===== src/rtl/ysyx_24100027_ifu_seq.sv =====
// ---------------------------------------------------------------------------
// ysyx_24100027_ifu_seq
//
// Multi-cycle instruction sequencer. Owns the PC, fetches one instruction at a
// time over a valid/ready request + valid response memory port, holds the
// fetched word for decode and raises a single-cycle execute strobe. Handles
// PC redirect, ebreak halt, and fetch fault (error response or timeout).
//
// Ports:
//   clk, rst           clock (rising edge) / asynchronous active-low reset
//   imem_req_valid     fetch request valid (only in FETCH)
//   imem_req_ready     memory accepts the request
//   imem_req_addr      fetch address, always equal to pc
//   imem_resp_valid    response valid (only consumed in WAIT)
//   imem_resp_data     instruction word
//   imem_resp_err      access fault, qualified by imem_resp_valid
//   pc                 PC of the instruction in flight
//   inst               latched instruction for IMM/IDU/GPR
//   exec               one-cycle execute strobe
//   wen_gate           AND-mask for GPR write enable
//   redirect_valid/pc  taken branch/jump and its target, sampled in EXEC
//   halt_req           ebreak decoded, sampled in EXEC
//   halted, fault      sticky terminal status, cleared only by reset
//   retire_cnt         retired-instruction counter (wraps at 2^32)
// ---------------------------------------------------------------------------
module ysyx_24100027_ifu_seq #(
  parameter logic [31:0] RESET_PC = 32'h8000_0000,
  parameter int unsigned TIMEOUT  = 255
) (
  input  logic        clk,
  input  logic        rst,
  output logic        imem_req_valid,
  input  logic        imem_req_ready,
  output logic [31:0] imem_req_addr,
  input  logic        imem_resp_valid,
  input  logic [31:0] imem_resp_data,
  input  logic        imem_resp_err,
  output logic [31:0] pc,
  output logic [31:0] inst,
  output logic        exec,
  output logic        wen_gate,
  input  logic        redirect_valid,
  input  logic [31:0] redirect_pc,
  input  logic        halt_req,
  output logic        halted,
  output logic        fault,
  output logic [31:0] retire_cnt
);

  typedef enum logic [2:0] {
    S_FETCH = 3'd0,
    S_WAIT  = 3'd1,
    S_EXEC  = 3'd2,
    S_HALT  = 3'd3,
    S_FAULT = 3'd4
  } state_t;

  localparam logic [31:0] NOP_INST = 32'h0000_0013;

  // The wait counter counts completed WAIT cycles without a response. When
  // it already holds TIMEOUT-1, the current cycle is the TIMEOUT-th silent
  // cycle, so a missing response there is the fault point, while a response
  // arriving in that same cycle is still accepted.
  localparam logic [7:0] WAIT_LAST = 8'(TIMEOUT - 1);

  state_t      state;
  state_t      state_next;
  logic [31:0] pc_next;
  logic [31:0] inst_next;
  logic [31:0] retire_next;
  logic [7:0]  wait_cnt;
  logic [7:0]  wait_cnt_next;
  logic        misaligned;

  // Status and strobes are pure functions of the state, so HALT and FAULT
  // automatically silence every strobe.
  assign imem_req_valid = (state == S_FETCH);
  assign imem_req_addr  = pc;
  assign exec           = (state == S_EXEC);
  assign halted         = (state == S_HALT);
  assign fault          = (state == S_FAULT);

  // A misaligned redirect target only matters when the redirect is actually
  // taken; a simultaneous halt request wins and the redirect is ignored.
  assign misaligned = exec && redirect_valid && !halt_req &&
                      (redirect_pc[1:0] != 2'b00);
  assign wen_gate   = exec && !misaligned;

  always_ff @(posedge clk or negedge rst) begin
    if (!rst) begin
      state      <= S_FETCH;
      pc         <= RESET_PC;
      inst       <= NOP_INST;
      retire_cnt <= 32'd0;
      wait_cnt   <= 8'd0;
    end else begin
      state      <= state_next;
      pc         <= pc_next;
      inst       <= inst_next;
      retire_cnt <= retire_next;
      wait_cnt   <= wait_cnt_next;
    end
  end

  always_comb begin
    state_next    = state;
    pc_next       = pc;
    inst_next     = inst;
    retire_next   = retire_cnt;
    wait_cnt_next = wait_cnt;

    case (state)
      S_FETCH: begin
        // Address is the registered pc, so it cannot move while stalled.
        if (imem_req_ready) begin
          state_next    = S_WAIT;
          wait_cnt_next = 8'd0;
        end
      end

      S_WAIT: begin
        if (imem_resp_valid) begin
          if (imem_resp_err) begin
            state_next = S_FAULT;
          end else begin
            inst_next  = imem_resp_data;
            state_next = S_EXEC;
          end
        end else begin
          wait_cnt_next = wait_cnt + 8'd1;
          if (wait_cnt == WAIT_LAST) begin
            state_next = S_FAULT;
          end
        end
      end

      S_EXEC: begin
        if (halt_req) begin
          retire_next = retire_cnt + 32'd1;
          state_next  = S_HALT;
        end else if (redirect_valid) begin
          if (misaligned) begin
            state_next = S_FAULT;
          end else begin
            retire_next = retire_cnt + 32'd1;
            pc_next     = redirect_pc;
            state_next  = S_FETCH;
          end
        end else begin
          retire_next = retire_cnt + 32'd1;
          pc_next     = pc + 32'd4;
          state_next  = S_FETCH;
        end
      end

      S_HALT:  state_next = S_HALT;
      S_FAULT: state_next = S_FAULT;

      // Unused encodings recover to a fresh fetch.
      default: state_next = S_FETCH;
    endcase
  end

endmodule

===== config.mk =====
export PLATFORM = sky130hd
export DESIGN_NAME = ysyx_24100027_ifu_seq
export DESIGN_NICKNAME = d
export VERILOG_FILES = /design/src/rtl/ysyx_24100027_ifu_seq.sv
export SDC_FILE = /design/constraint.sdc
export NUM_CORES = 1
export LEC_CHECK = 0
export CORE_MARGIN = 5
export CORE_UTILIZATION = 46
export DETAILED_ROUTE_END_ITERATION = 12
export MAX_ROUTING_LAYER = met4
export PLACE_DENSITY = 0.79
export SYNTH_ARGS = -nofsm -noshare
export SYNTH_HDL_FRONTEND = slang
export SYNTH_SLANG_ARGS = --single-unit

===== constraint.sdc =====
create_clock -name clk -period 2.25 [get_ports clk]
set_input_delay 0.3375 -clock clk [delete_from_list [all_inputs] [get_ports clk]]
set_output_delay 0.3375 -clock clk [all_outputs]
set_load 0.005 [all_outputs]

# == Word level (Yosys, flattened, before mapping) ==
# Cells that the tools add are included.
# op_classes
mux,16
n_addsub,3
div_mod_pow,0
bitwise_logic,2
n_eq_ne,10
n_lt_le_gt_ge,0
n_shift,0
reduce_logical,14
multipliers,0
# ops
op,count
32-bit two-way mux,5
32-bit by 1-bit adder with 32-bit output (second input constant),1
32-bit by 3-bit adder with 32-bit output (second input constant),1
3-bit two-way mux,7
8-bit two-way mux,2
8-bit one-hot mux with 2 select lines,1
3-bit one-hot mux with 5 select lines,1
3-bit AND reduction,3
8-bit by 1-bit adder with 8-bit output (second input constant),1
8-bit equality test (second input constant),1
3-bit by 2-bit equality test with 1-bit output (second input constant),2
3-bit inequality test (second input constant),2
1-bit logical AND,4
2-bit inequality test (second input constant),2
2-bit AND reduction,2
2-bit nonzero test,2
3-bit by 1-bit equality test with 1-bit output (second input constant),1
3-bit equality test (second input constant),1
3-bit zero test,1
1-bit zero test,2
2-bit by 1-bit inequality test with 1-bit output (second input constant),1
1-bit inverter,2
# word_totals
rom_bits,0
mem_bits_rw,0
reg_bits,107
n_memories,0
in_bits,71
wordCells,50
output_inout_bits,133
latch_bits,0

# == Logic depth before layout (Yosys ltp) ==
# logic_depth
depth_word,8
mapped_depth,7

# == Worst setup path after synthesis ==
# Ideal clock, no wire load.
# synth_timing
path_kind,flip-flop to flip-flop
start,"register pc[9], in the netlist imem_req_addr[9]"
end,"register pc[31], in the netlist imem_req_addr[31]"
n_path_buf,1
slack_ns,0.306
period_less_slack_ns,1.944
arrival_ns,1.866
stages_incl_launch_ff,7
setup_time_ns,0.078
path_cell_list,dfrtp_1 buf_2 nand4_4 nor4_4 nand3_4 or3_1 and3_1
# synth_via
elab_chain_len,2
# synth_rtl
element,line_no,rtl
start: declaration,38,"output logic [31:0] pc,"
start signal: assignment,98,pc <= pc_next;
32-bit by 3-bit adder with 32-bit output,151,pc_next = pc + 32'd4;
32-bit two-way mux,141,end else if (redirect_valid) begin
# No other way between the ends.
# A chain may end at the register's enable or synchronous reset.

# == Worst setup path in the final report ==
# layout_timing
start,input redirect_pc[0]
end,output wen_gate
# layout_via
elab_chain_len,4
# layout_rtl
element,line_no,rtl
start: declaration,43,"input logic [31:0] redirect_pc,"
2-bit nonzero test,86,(redirect_pc[1:0] != 2'b00);
1-bit logical AND,85,assign misaligned = exec && redirect_valid && !halt_req &&
1-bit zero test,87,assign wen_gate = exec && !misaligned;
1-bit logical AND,87,
end: declaration,41,"output logic wen_gate,"
# No other way between the ends.

==> results.cfg <==
[synthesis]
syn_nets = 640
synth_top_area_cell = dfrtp_1
async_flop_share_pct = 100
synth_enable_flop_cells = 0
synth_cell_types = 66
syn-mean-instance-area_um2 = 10.3
yosysTopAreaCellShare_pct = 44.4
yosys-top-cells-area = dfrtp_1 (44%), mux2_2 (6.6%), buf_4 (4.4%), xnor2_1 (3.5%), nand3_1 (2.6%)
synth_ff_type = dfrtp_1
ys_seq_area_share_pct = 46.2
syn-cell-area_mm2 = 0.00581
ys_warn_count = 0
ys_seq_elements = 107
syn_inst = 565

[clock_network]
clk_latency_ps = 350
cts.path.max_buffers = 2
cts_root_buf = clkbuf_16
numCtsBuffers = 9
htree_levels = 3
clk_pin_slew_ps = 80
cts_tree = built
cts_num_sinks = 107

[routing]
vias = 5220
vias_per_cell = 5.54
drt_iter0_drc = 411
postRouteAntennaNets = 0
post_drt_wl_per_cell_um = 17.9
routed_wl_mm = 16.9
drcViolationCount = 0
dr.pass1.iters = 5

[grt]
antenna_found_initial = 0
grt_usage_pct = 23.0
grt_start_max_net_pins = 59
grt_overflow_total = 0
grt_pass1_wl_mm = 26.7
grt_pass1_vias = 5236

[placed_design]
gp_congestion = 0.925
place_area_mm2 = 0.00803
dp_hpwl_mm = 12.5
place_ws_ps = -18.3
port_buffers = 203

[worst_setup_path]
worstPathArrival_ps = 1810
cp.required_ps = 1910
cp-end-kind = output pin
critPathKind = input port to output pin
cp-start-kind = input port
cp_max_fo = 6

[sta]
fin_worst_hold_slack_ps = 104
fmaxAchievable_mhz = 465
timing_max_transition_violations_final = 0
fin_crit_sh_pct = 95.6
worst_slew_pin_slew_ps = 724
fin_skew_ps = 10.1
slew_headroom_pct = 51.7
setup_viol = 0
hold_viol_final = 0
rsz0062_at_grt = false
timing.final.ws_setup_ps = 98.4
setup_tns_ps = 0
min_period_ps = 2150

[layout]
nets = 841
final_cell_mix = clkdlybuf4s50_1 (201), dfrtp_1 (101), buf_4 (48)
finish.utilization_pct = 66.9
antenna_cells = 0
final_common_cell = clkdlybuf4s50_1
drive_gt1_share_pct = 16.6
final_area_mm2 = 0.00837
area_growth_pct = 44.2

[pwr]
powerDensity_mw_per_mm2 = 767
power_leakage_nw = 3.47
ir_worst_vdd_uv = 414

[floorplanning]
core_area_mm2 = 0.0125
start_util_pct = 46.4
die_h_um = 122
die_area_mm2 = 0.0150
io_pins = 204
dieWidth_um = 122
rows = 41

[worst_hold_path]
hold_class = input port to asynchronous set/reset pin

[run_status]
status = finished clean

[flow_run]
drv_cap = 0
[repair_timing]
item | 4_1_cts | 5_1_grt
pin swaps | 1 | 0
endpoints found under the hold margin | 0 | 0
hold buffers | 0 | 0
buffers inserted | 2 | 2
setup endpoints to repair | 1 | 7
resized for setup | 0 | 4
[per-layer routing]
layer,vias up,track usage (%),wire length (µm)
li1,2452,-,-
met1,2547,28.6,6960
met2,196,38.6,8570
met3,25,4.06,1100
met4,0,6.86,269
met5,-,-,0
[final cells by class]
class | instances | area, µm²
flip-flops and latches | 107 | 2690
repair buffers | 251 | 2400
fillers | 992 | 4140
inverters | 10 | 37.5
clock buffers | 9 | 225
clock inverters | 7 | 82.6
multi-input cells | 387 | 2730
well taps | 172 | 215
[where the power goes]
part / internal (mW) / leakage [nW] / switching [mW]
Sequential: 2.34 / 1.39 / 0.319
Combinational: 1.36 / 1.94 / 0.773
Clock: 0.881 / 0.145 / 0.755
Total: 4.58 / 3.47 / 1.85
[flip-flops by register name, summed over array words and instances (netlist names)]
| name | count |
|---|---|
| imem_req_addr | 32 |
| inst | 32 |
| retire_cnt | 32 |
| wait_cnt | 8 |
| state | 3 |
[critical path, cell delays in order]
cell and delay [ps]:
clkdlybuf4s50_1 460, o21ai_2 170, buf_4 170, o21a_1 160
clkdlybuf4s50_1 510
[Yosys cell counts (3+ instances only)]
master / number
a211oi_1: 4
a21oi_1: 23
a221oi_1: 3
a22o_1: 3
a22oi_1: 5
and2_1: 6
and3_1: 11
and4_1: 7
buf_1: 7
buf_2: 7
buf_4: 34
clkbuf_1: 12
dfrtp_1: 103
dfstp_2: 4
ha_1: 4
inv_1: 10
mux2_2: 34
mux2i_1: 8
nand2_1: 36
nand3_1: 30
nand4_1: 20
nor2_1: 35
nor3_1: 16
nor4_1: 4
o21a_1: 8
o21ai_0: 16
o221a_2: 3
o221ai_1: 6
o22ai_1: 22
or2_2: 3
or3_1: 3
xnor2_1: 23
xor2_1: 12
[final timing paths]
| kind | startpoint | depth (start not counted) | to | slack, ps |
|---|---|---|---|---|
| setup / recovery | redirect_pc[0] | 5 | wen_gate | 100 |
| hold / removal | rst | 2 | imem_req_addr[4] | 100 |
| setup reg to reg | imem_req_addr[3] | 7 | imem_req_addr[16] | 240 |
| hold reg to reg | retire_cnt[13] | 1 | retire_cnt[13] | 490 |
| max in group asynchronous | rst | 2 | retire_cnt[3] | 1630 |
| min in group clk | retire_cnt[13] | 1 | retire_cnt[13] | 490 |
[cell families after synthesis]
logic type / share of synthesized area (%)
AOI/OAI and AO/OA: 13.3
xor gates and xnor gates: 5.28
adders and majority gates: 0.862
buffers and inverters: 6.96
DFF: 46.2
muxes: 7.97
and+or+nand+nor: 19.4
[through the flow]
stage	power, mW	std cells
2_1_floorplan	3.53	565
3_3_place_gp	4.73	923
3_5_place_dp	4.81	923
4_1_cts	6.48	941
5_1_grt	6.77	943
6_report	6.43	943
No activity file was read; power rests on OpenSTA's default activity.
